$ cat config.mk
export PLATFORM = sky130hd
export DESIGN_NAME = seq_add_feeder
export DESIGN_NICKNAME = d
export VERILOG_FILES = /design/src/rtl/seq_add_pkg.sv /design/src/rtl/nib_shift_reg.sv /design/src/rtl/seq_add_feeder.sv
export SDC_FILE = /design/constraint.sdc
export NUM_CORES = 1
export LEC_CHECK = 0
export BUFFER_PORTS_ARGS = -buffer_cell sky130_fd_sc_hd__buf_2
export CORE_MARGIN = 8
export CORE_UTILIZATION = 30
export DETAILED_ROUTE_END_ITERATION = 8
export GPL_ROUTABILITY_DRIVEN = 0
export GPL_TIMING_DRIVEN = 0
export PLACE_DENSITY = 0.51
export SYNTH_ARGS = -nofsm -noshare
export SYNTH_HDL_FRONTEND = slang
export SYNTH_SLANG_ARGS = --single-unit
$ cat constraint.sdc
create_clock -name clk -period 26.2 [get_ports clk]
set_input_delay 7.86 -clock clk [delete_from_list [all_inputs] [get_ports clk]]
set_output_delay 7.86 -clock clk [all_outputs]
set_load 0.1 [all_outputs]
$ cat src/rtl/seq_add_pkg.sv
// Shared constants and state encoding for the sequential nibble accumulator feeder.
package seq_add_pkg;

    localparam int NIB_W   = 4;
    localparam int N_NIB   = 128;
    localparam int ACC_W   = 12;
    localparam int ACC_LAT = 2;

    typedef enum logic [1:0] {
        IDLE,
        STREAM,
        DRAIN
    } feed_state_t;

endpackage

$ cat src/rtl/nib_shift_reg.sv
// Frame-wide shift register: parallel load, shift right one nibble per enabled cycle,
// lowest nibble exposed as the next nibble to present.
module nib_shift_reg #(
    parameter int N_NIB = 128,
    parameter int NIB_W = 4
) (
    input  logic                     clk,
    input  logic                     rst,
    input  logic                     load,
    input  logic                     shift,
    input  logic [N_NIB*NIB_W-1:0]   din,
    output logic [NIB_W-1:0]         nib
);

    localparam int SR_W = N_NIB * NIB_W;

    logic [SR_W-1:0] sr;

    always_ff @(posedge clk or posedge rst) begin
        if (rst) begin
            sr <= '0;
        end else if (load) begin
            sr <= din;
        end else if (shift) begin
            sr <= {{NIB_W{1'b0}}, sr[SR_W-1:NIB_W]};
        end
    end

    assign nib = sr[NIB_W-1:0];

endmodule

$ cat src/rtl/seq_add_feeder.sv
// Captures a nibble frame on start and streams it, one nibble per clock, into an
// always-adding accumulator; flags the cycle the accumulator sum covers the whole frame.
module seq_add_feeder #(
    parameter int N_NIB   = seq_add_pkg::N_NIB,
    parameter int NIB_W   = seq_add_pkg::NIB_W,
    parameter int ACC_LAT = seq_add_pkg::ACC_LAT
) (
    input  logic                        clk,
    input  logic                        rst,
    input  logic                        start,
    input  logic [N_NIB*NIB_W-1:0]      arr_in,
    input  logic [NIB_W-1:0]            mask_in,
    output logic [NIB_W-1:0]            nib_out,
    output logic [NIB_W-1:0]            check_out,
    output logic                        busy,
    output logic                        sum_valid,
    output logic [$clog2(N_NIB)-1:0]    nib_idx
);

    import seq_add_pkg::*;

    localparam int IDX_W = $clog2(N_NIB);
    localparam int DRN_W = 4;
    localparam logic [IDX_W-1:0] LAST_IDX = IDX_W'(N_NIB - 1);
    // DRAIN lasts ACC_LAT-1 cycles; the counter counts down to zero inclusive.
    localparam logic [DRN_W-1:0] DRN_INIT = DRN_W'(ACC_LAT - 2);

    feed_state_t       state, state_d;
    logic [IDX_W-1:0]  cnt, cnt_d;
    logic [IDX_W-1:0]  idx_d;
    logic              last_q, last_d;
    logic [DRN_W-1:0]  drn_q, drn_d;
    logic [NIB_W-1:0]  mask_q, mask_d;
    logic [NIB_W-1:0]  nib_d, chk_d;
    logic [NIB_W-1:0]  sr_nib;
    logic              busy_d, sv_d;
    logic              load, shift;

    nib_shift_reg #(
        .N_NIB (N_NIB),
        .NIB_W (NIB_W)
    ) u_sr (
        .clk   (clk),
        .rst   (rst),
        .load  (load),
        .shift (shift),
        .din   (arr_in),
        .nib   (sr_nib)
    );

    always_ff @(posedge clk or posedge rst) begin
        if (rst) begin
            state     <= IDLE;
            cnt       <= '0;
            last_q    <= 1'b0;
            drn_q     <= '0;
            mask_q    <= '0;
            nib_out   <= '0;
            check_out <= '0;
            nib_idx   <= '0;
            busy      <= 1'b0;
            sum_valid <= 1'b0;
        end else begin
            state     <= state_d;
            cnt       <= cnt_d;
            last_q    <= last_d;
            drn_q     <= drn_d;
            mask_q    <= mask_d;
            nib_out   <= nib_d;
            check_out <= chk_d;
            nib_idx   <= idx_d;
            busy      <= busy_d;
            sum_valid <= sv_d;
        end
    end

    // Next-state and next-output values; every output is registered above.
    always_comb begin
        state_d = state;
        cnt_d   = cnt;
        last_d  = last_q;
        drn_d   = drn_q;
        mask_d  = mask_q;
        nib_d   = '0;
        idx_d   = '0;
        chk_d   = check_out;
        busy_d  = busy;
        sv_d    = 1'b0;
        load    = 1'b0;
        shift   = 1'b0;

        case (state)
            IDLE: begin
                chk_d  = '0;
                busy_d = 1'b0;
                if (start) begin
                    load    = 1'b1;
                    mask_d  = mask_in;
                    chk_d   = mask_in;
                    busy_d  = 1'b1;
                    cnt_d   = '0;
                    last_d  = 1'b0;
                    state_d = STREAM;
                end
            end

            STREAM: begin
                chk_d = mask_q;
                if (last_q) begin
                    // Final nibble already presented; hold zero while the accumulator catches up.
                    state_d = DRAIN;
                    drn_d   = DRN_INIT;
                end else begin
                    nib_d = sr_nib;
                    idx_d = cnt;
                    shift = 1'b1;
                    cnt_d = cnt + 1'b1;
                    if (cnt == LAST_IDX) begin
                        last_d = 1'b1;
                    end
                end
            end

            DRAIN: begin
                if (drn_q == '0) begin
                    state_d = IDLE;
                    sv_d    = 1'b1;
                    busy_d  = 1'b0;
                    chk_d   = '0;
                end else begin
                    drn_d = drn_q - 1'b1;
                end
            end

            default: begin
                state_d = IDLE;
                chk_d   = '0;
                busy_d  = 1'b0;
            end
        endcase
    end

endmodule

==> impl_results.md, run 1 <==
* Outcome: completed
* CTS Hold Bufs at 0
* Io pins at approximately 540
* Seq cells post-synth at 547
* Antenna-violating nets left at 0
* Final wirelength at just under 90000 um
* TritonCTS clock tree: done
* PwrDens at around 110 nW/um^2
* Clk pin slew, worst setup/hold paths at about 0.060 ns
* Die area at 90500 um^2
* Detailed Route Iter0 Violations at 1422
* Unrepaired setup endpoints after global routing: no
* Congestion Overflow GR at 0
* Fin crit period at approximately 9.3 ns
* Layout cells sized above 1 at about 22%
* Placed cell area at around 29000 um^2
* Cts bufs inserted at 66
* Yosys top cell area share at a little under three fifths
* Worst-skew pair later-pin latency at 0.59 ns
* # fillers at approximately 8500
* Post-DP HPWL at 66500 um
* Post-CTS setup buffer count at 0
* Seq/Total Area, Yosys at 56.2%
* Total Nets Final at slightly above 4000
* Number of cells after detailed placement at between 4000 and 5000
* Post-Route Utilization at around two fifths
* Syn nets at roughly 3400
* CP peak stage delay at ~0.45 ns
* DIE WIDTH at around 300 um
* Leakage at approximately 14 nW
* Worst hold endpoint: mask_q[0]$_DFFE_PP0P_
* Setup Crit Path Kind: reg -> out
* Post-route cell area at just over 30000 um^2
* Max VDD drop at about 0.049 mV
* CP Buf/Inv Count at 1
* Worst-path cell chain: buf_2
* CP delay by family, top: buffers and inverters
* FF-to-FF End: u_sr.sr[35]$_DFFE_PP0P_
* Post-cts sizing count at 0
* Yosys cell types at 36
* Final setup viols at 0
* Synth Instances at 2904
* Slew Viols, Final at 0
* Top area cells in the synthesized netlist: dfrtp_1 (56%), nand2_1 (16%), a31oi_1 (13%)
* Number of max-cap violations at 0
* Reg2reg setup slack at between 20 and 25 ns
* Worst reg2reg startpoint: state[1]$_DFFE_PP0P_
* WP data arrival at approximately 1.4 ns
* Sink Count at 547
* Remaining DRCs at 0
* First-pass GRT wire length at 135000 um
* Synth Cell Area at 24400 um^2
* Drt first pass iters at 7
* Max-slew headroom at 53.6%
* Core region area at about 80000 um^2
* Die height at approximately 300 um
* Hold Crit Start: mask_q[0]$_DFFE_PP0P_
* Startpoint class of the critical path: flip-flop
* Critical Path Sink Type: output port
* Largest net degree at the start of global routing at between 100 and 150
* Hold path depth at 2
* Synth Warn # at 0
* CTS HTree Levels at 3
* Most frequent cells in the layout: nand2_1 (1036), buf_2 (614), dfrtp_1 (547), nor2_1 (511), a31oi_1 (508)
* FP Rows at 104
* Total track usage at roughly a fifth
* Hold Crit Class: reg -> reg
* Via-to-Cell Ratio at 4.84
* WP data required at ~18 ns
* F_max at between 100 and 150 MHz
* Routed via count at 22500
* Avg WL per Cell at 19.0 um
* Initial antenna violation count at ~60
* Period utilization at 35.3%
* Synthesized area per cell at around 8.4 um^2
* Port Buffer Count at 535
* Root Driver: clkbuf_16
* Most common cell after layout, fill and taps aside: nand2_1
* Worst path slowest cell: buf_2
* Area leader, netlist: dfrtp_1
* Measured slew at the worst slew-check pin at between 0.6 and 0.7 ns
* Reg2Reg Depth at 6
* Initial Util at 30.3%
* Skew final at 0.0223 ns
* P&R area growth vs syn at 26.1%
* Vias in the first global route at 23000
* Clock buffer depth at 3
* Critical-path maximum fanout at 2
* Final cell count without fillers at 4646
* Final Hold Viols at 0
## sequential cells by signal, summed over array words and instances, names as in the netlist
name,flops
state,2
u_sr.sr,512
check_out,4
nib_idx,7
sum_valid,1
mask_q,4
drn_q,4
busy,1
last_q,1
cnt,7
nib_out,4
## cell type report
type                       instances  area, um^2  share of cell area [%]
clock buffer                      93        1910                    6.21
sequential                       547       13700                    44.6
timing repair buffer             540        2820                    9.17
tap                             1060        1330                    4.32
buffer                           229        1180                    3.84
inverter                          13        58.8                   0.192
clock inverter                    18         220                   0.717
antenna                           31        77.6                   0.253
multi-input combinational       2115        9430                    30.7
## through the flow
| step | hold WS [ns] | setup WS [ns] | setup TNS, ns | power (mW) |
|---|---|---|---|---|
| floorplan | 0.447 | 3.05 | 0 | 2.16 |
| global placement | 0.461 | -4.63 | -2478.93 | 2.44 |
| detailed placement | 0.463 | 16.28 | 0 | 2.46 |
| CTS | 0.478 | 16.89 | 0 | 3.39 |
| global route | 0.496 | 16.71 | 0 | 3.59 |
| finish | 0.480 | 16.94 | 0 | 3.34 |
## Yosys cell counts, drive strengths merged
master,n
nand4,3
o31ai,4
a222oi,4
nor2b,2
a21oi,2
a22o,4
nand2b,1
nor3,2
dfrtp,547
nand2,1036
mux2,1
and2,9
o211ai,2
xnor2,1
or4,1
o22ai,1
a31oi,508
o21a,1
inv,13
nand3b,1
nand3,4
clkbuf,99
xor2,2
nor3b,4
nor2,512
and3,1
o21ai,7
ha,2
buf,130
## worst register-to-register path, cell delays in order (launching register included)
cell,delay (ns)
dfrtp_1,0.47
nor3b_1,0.23
buf_4,0.30
buf_2,0.38
clkbuf_1,0.51
nand2_1,0.14
a31oi_1,0.18
## kinds of logic (layout without fill, tap and decap cells)
logic type | after synthesis | after routing | synth area share, %
compound gates | 533 | 533 | 13.8
xor+xnor | 3 | 3 | 0.108
fa+ha+maj | 2 | 2 | 0.103
buf+inv | 242 | 893 | 5.06
flops | 547 | 547 | 56.2
mux | 1 | 1 | 0.0462
other cells | 0 | 31 | 0
simple gates | 1576 | 1576 | 24.7
## where the power goes
| group | switching [mW] | internal (mW) | leakage (nW) |
|---|---|---|---|
| combinational | 0.562 | 0.382 | 7.21 |
| sequential | 0.228 | 1.26 | 6.20 |
| clock | 0.372 | 0.538 | 1.04 |
| total | 1.16 | 2.18 | 14.5 |
## layer usage
layer	routed length, um	share of wire (%)	vias up	global-route usage [%]
li1	-	-	10900	-
met1	37800	43	10800	24.2
met2	42000	48	544	30.4
met3	6180	7.0	167	5.73
met4	2170	2.5	40	5.59
met5	251	0.28	-	0
## worst max path at each step
| stage | start | to | slack, ns | cells past startpoint |
|---|---|---|---|---|
| 2_1_floorplan | rst | busy$_DFFE_PP0P_ | 3.05 | 1 |
| 3_3_place_gp | rst | u_sr.sr[170]$_DFFE_PP0P_ | -4.63 | 2 |
| 3_5_place_dp | rst | u_sr.sr[164]$_DFFE_PP0P_ | 16.28 | 5 |
| 4_1_cts | nib_idx[6]$_DFF_PP0_ | nib_idx[6] | 16.89 | 1 |
| 5_1_grt | rst | u_sr.sr[47]$_DFFE_PP0P_ | 16.71 | 5 |
| 6_report | check_out[3]$_DFFE_PP0P_ | check_out[3] | 16.94 | 1 |
(Power assumes the default switching activity.)
==> run 2, diff against run 1 <==
==> constraint.sdc (replaced) <==
create_clock -name clk -period 8.9 [get_ports clk]
set_input_delay 2.67 -clock clk [delete_from_list [all_inputs] [get_ports clk]]
set_output_delay 2.67 -clock clk [all_outputs]
set_load 0.1 [all_outputs]
==> run 2 against run 1 <==
  * Combinational power rose to 3.0 times the previous value
  * Critical path type unchanged
  * First-iteration DRC count is 9.4% higher
  * Largest power group unchanged
  * Largest cell class unchanged
  * Clock-buffer cell count decreased by 5
  * Routed wire length about the same
==> impl_results.md, run 2 (same netlist as run 1, synthesis figures left out) <==
* Largest net degree at the start of global routing at 38 (-67%)
* Worst reg2reg startpoint: state[1]$_DFFE_PP0P_
* GR peak layer: met2
* WP data required at 6.23 ns (-12.11 ns)
* Final Hold Viols at 0 (unchanged)
* Via-to-Cell Ratio at 4.87 (+0.57%)
* Final setup viols at 0 (unchanged)
* CP delay by family, top: buffers and inverters
* Cts bufs inserted at 66 (unchanged)
* Most frequent cells in the layout: nand2_1 (1036), buf_2 (614), dfrtp_1 (547), nor2_1 (511), a31oi_1 (508)
* CP Launch Point: nib_idx[6]$_DFF_PP0_
* WP data arrival at 1.42 ns (+0.02 ns)
* Die height at 301 um (unchanged)
* CTS Hold Bufs at 0 (unchanged)
* Worst-path cell chain: buf_2
* Hold Crit Class: reg -> reg
* FP Rows at 104 (unchanged)
* Largest regs: u_sr.sr: 512 flops, cnt: 7 flops, nib_idx: 7 flops
* Reg2Reg Depth at 6 (unchanged)
* TritonCTS clock tree: done
* Worst path slowest cell: buf_2
* Reg2reg setup slack at 6.60 ns (-17.31 ns)
* Period utilization at between 40% and 50%
* PwrDens at 319 nW/um^2 (+190%)
* DIE WIDTH at 301 um (unchanged)
* Die area at 90500 um^2 (unchanged)
* Sink Count at 547 (unchanged)
* Critical Path Sink Type: output port
* Outcome: completed
* Max-slew headroom at 53.8% (+0.13 points)
* Worst-skew pair later-pin latency at 0.60 ns (about the same)
* Post-DP HPWL at 67600 um (+1.7%)
* P&R area growth vs syn at 26.8%
* Drt first pass iters at 6 (-1)
* Vias in the first global route at 23300 (+1.2%)
* Fin crit period at a little over 4 ns
* WP depth at 1 (unchanged)
* GR Layer Usage met3 at 6.14% (+0.41 points)
* Post-CTS setup buffer count at 0 (unchanged)
* GR Layer Usage met2 at 30.6% (+0.21 points)
* Startpoint class of the critical path: flip-flop
* Clock buffer depth at 3 (unchanged)
* Routed via count at 22600 (+0.48%)
* Leakage at 14.5 nW (+0.63%)
* Total track usage at 18.8% (-0.021 points)
* Max VDD drop at 0.176 mV (+260%)
* Detailed Route Iter0 Violations at 1555 (+9.4%)
* Skew final at 0.0235 ns (+0.00114 ns)
* Io pins at 536 (unchanged)
* Total negative slack at 0 ns (unchanged)
* FF-to-FF End: u_sr.sr[39]$_DFFE_PP0P_
* Slew Viols, Final at 0 (unchanged)
* Port Buffer Count at 535 (unchanged)
* Most flop-heavy register: u_sr.sr
* F_max at ~240 MHz
* Core region area at 80400 um^2 (unchanged)
* Final wirelength at 88400 um (about the same)
* Congestion Overflow GR at 0 (unchanged)
* Max FFs per register at 512 (unchanged)
* Unrepaired setup endpoints after global routing: no
* CTS HTree Levels at 3 (unchanged)
* Total Nets Final at 4046 (+0.32%)
* Root Driver: clkbuf_16
* Setup Crit Path Kind: reg -> out
* Measured slew at the worst slew-check pin at 0.694 ns (-0.00189 ns)
* Initial Util at 30.3% (unchanged)
* Grt met1 use at 23.9% (-0.32 points)
* Most common cell after layout, fill and taps aside: nand2_1
* Layout cells sized above 1 at 21.8% (+0.19 points)
* Pwr Total at 9.85 mW (+190%)
* CP Buf/Inv Count at 1 (unchanged)
* Critical-path maximum fanout at 1 (-1)
* Remaining DRCs at 0 (unchanged)
* First-pass GRT wire length at 134000 um (-0.44%)
* Initial antenna violation count at 57 (-6.6%)
* Avg WL per Cell at 19.0 um (about the same)
* CP peak stage delay at 0.45 ns (about the same)
* Antenna-violating nets left at 0 (unchanged)
* Number of max-cap violations at 0 (unchanged)
* Critical Path End: nib_idx[6]
* Post-cts sizing count at 0 (unchanged)
* Clk pin slew, worst setup/hold paths at 0.05 ns (about the same)
==> run 2: cell count changes in the layout (fill, tap and decap cells not counted), sizes merged <==
cell and change:
buf +13, bufinv +2, clkbuf -5, clkinv -1
diode -10, inv -3
==> run 2: worst min-delay path by stage <==
stage / from / endpoint / slack [ns] / cells past startpoint
after CTS: mask_q[2]$_DFFE_PP0P_ / mask_q[2]$_DFFE_PP0P_ / 0.48 / 2
final: mask_q[0]$_DFFE_PP0P_ / mask_q[0]$_DFFE_PP0P_ / 0.48 / 2
after global placement: mask_q[0]$_DFFE_PP0P_ / mask_q[0]$_DFFE_PP0P_ / 0.46 / 2
after floorplan: mask_q[0]$_DFFE_PP0P_ / mask_q[0]$_DFFE_PP0P_ / 0.45 / 2
after global routing: u_sr.sr[2]$_DFFE_PP0P_ / nib_out[2]$_DFF_PP0_ / 0.50 / 1
after detailed placement: mask_q[2]$_DFFE_PP0P_ / mask_q[2]$_DFFE_PP0P_ / 0.47 / 2
==> run 2: power breakdown <==
part           switching (mW)  leakage [nW]  internal [mW]
Clock                    1.08          1.03           1.60
Sequential              0.669          6.20           3.71
Combinational            1.66          7.31           1.14
==> run 2: cell type report <==
type | count | area, um^2
fill | 8514 | 49500
sequential | 547 | 13700
multi-input combinational | 2115 | 9430
timing repair buffer | 553 | 3050
clock buffer | 88 | 1850
tap | 1060 | 1330
buffer | 229 | 1180
clock inverter | 16 | 254
inverter | 13 | 55.1
antenna | 21 | 52.6
==> run 2: metrics by stage <==
step | std cells | hold slack [ns] | cell area, um^2 | setup WS [ns] | util [%]
2_1_floorplan | 2904 | 0.447 | 24400 | -1.21 | -
3_3_place_gp | 4499 | 0.462 | 28400 | -5.22 | 35.3
3_5_place_dp | 4517 | 0.469 | 28700 | 4.26 | 35.7
5_1_grt | 4631 | 0.501 | 30900 | 4.74 | 38.4
4_1_cts | 4621 | 0.481 | 30800 | 4.75 | 38.3
6_report | 4642 | 0.477 | 30900 | 4.81 | 38.4
==> run 2: routing by layer <==
metal	share of wire (%)	up-vias
met5	0.33	-
met4	2.4	46
met3	7.2	167
met2	47	521
met1	43	10900
li1	-	10900
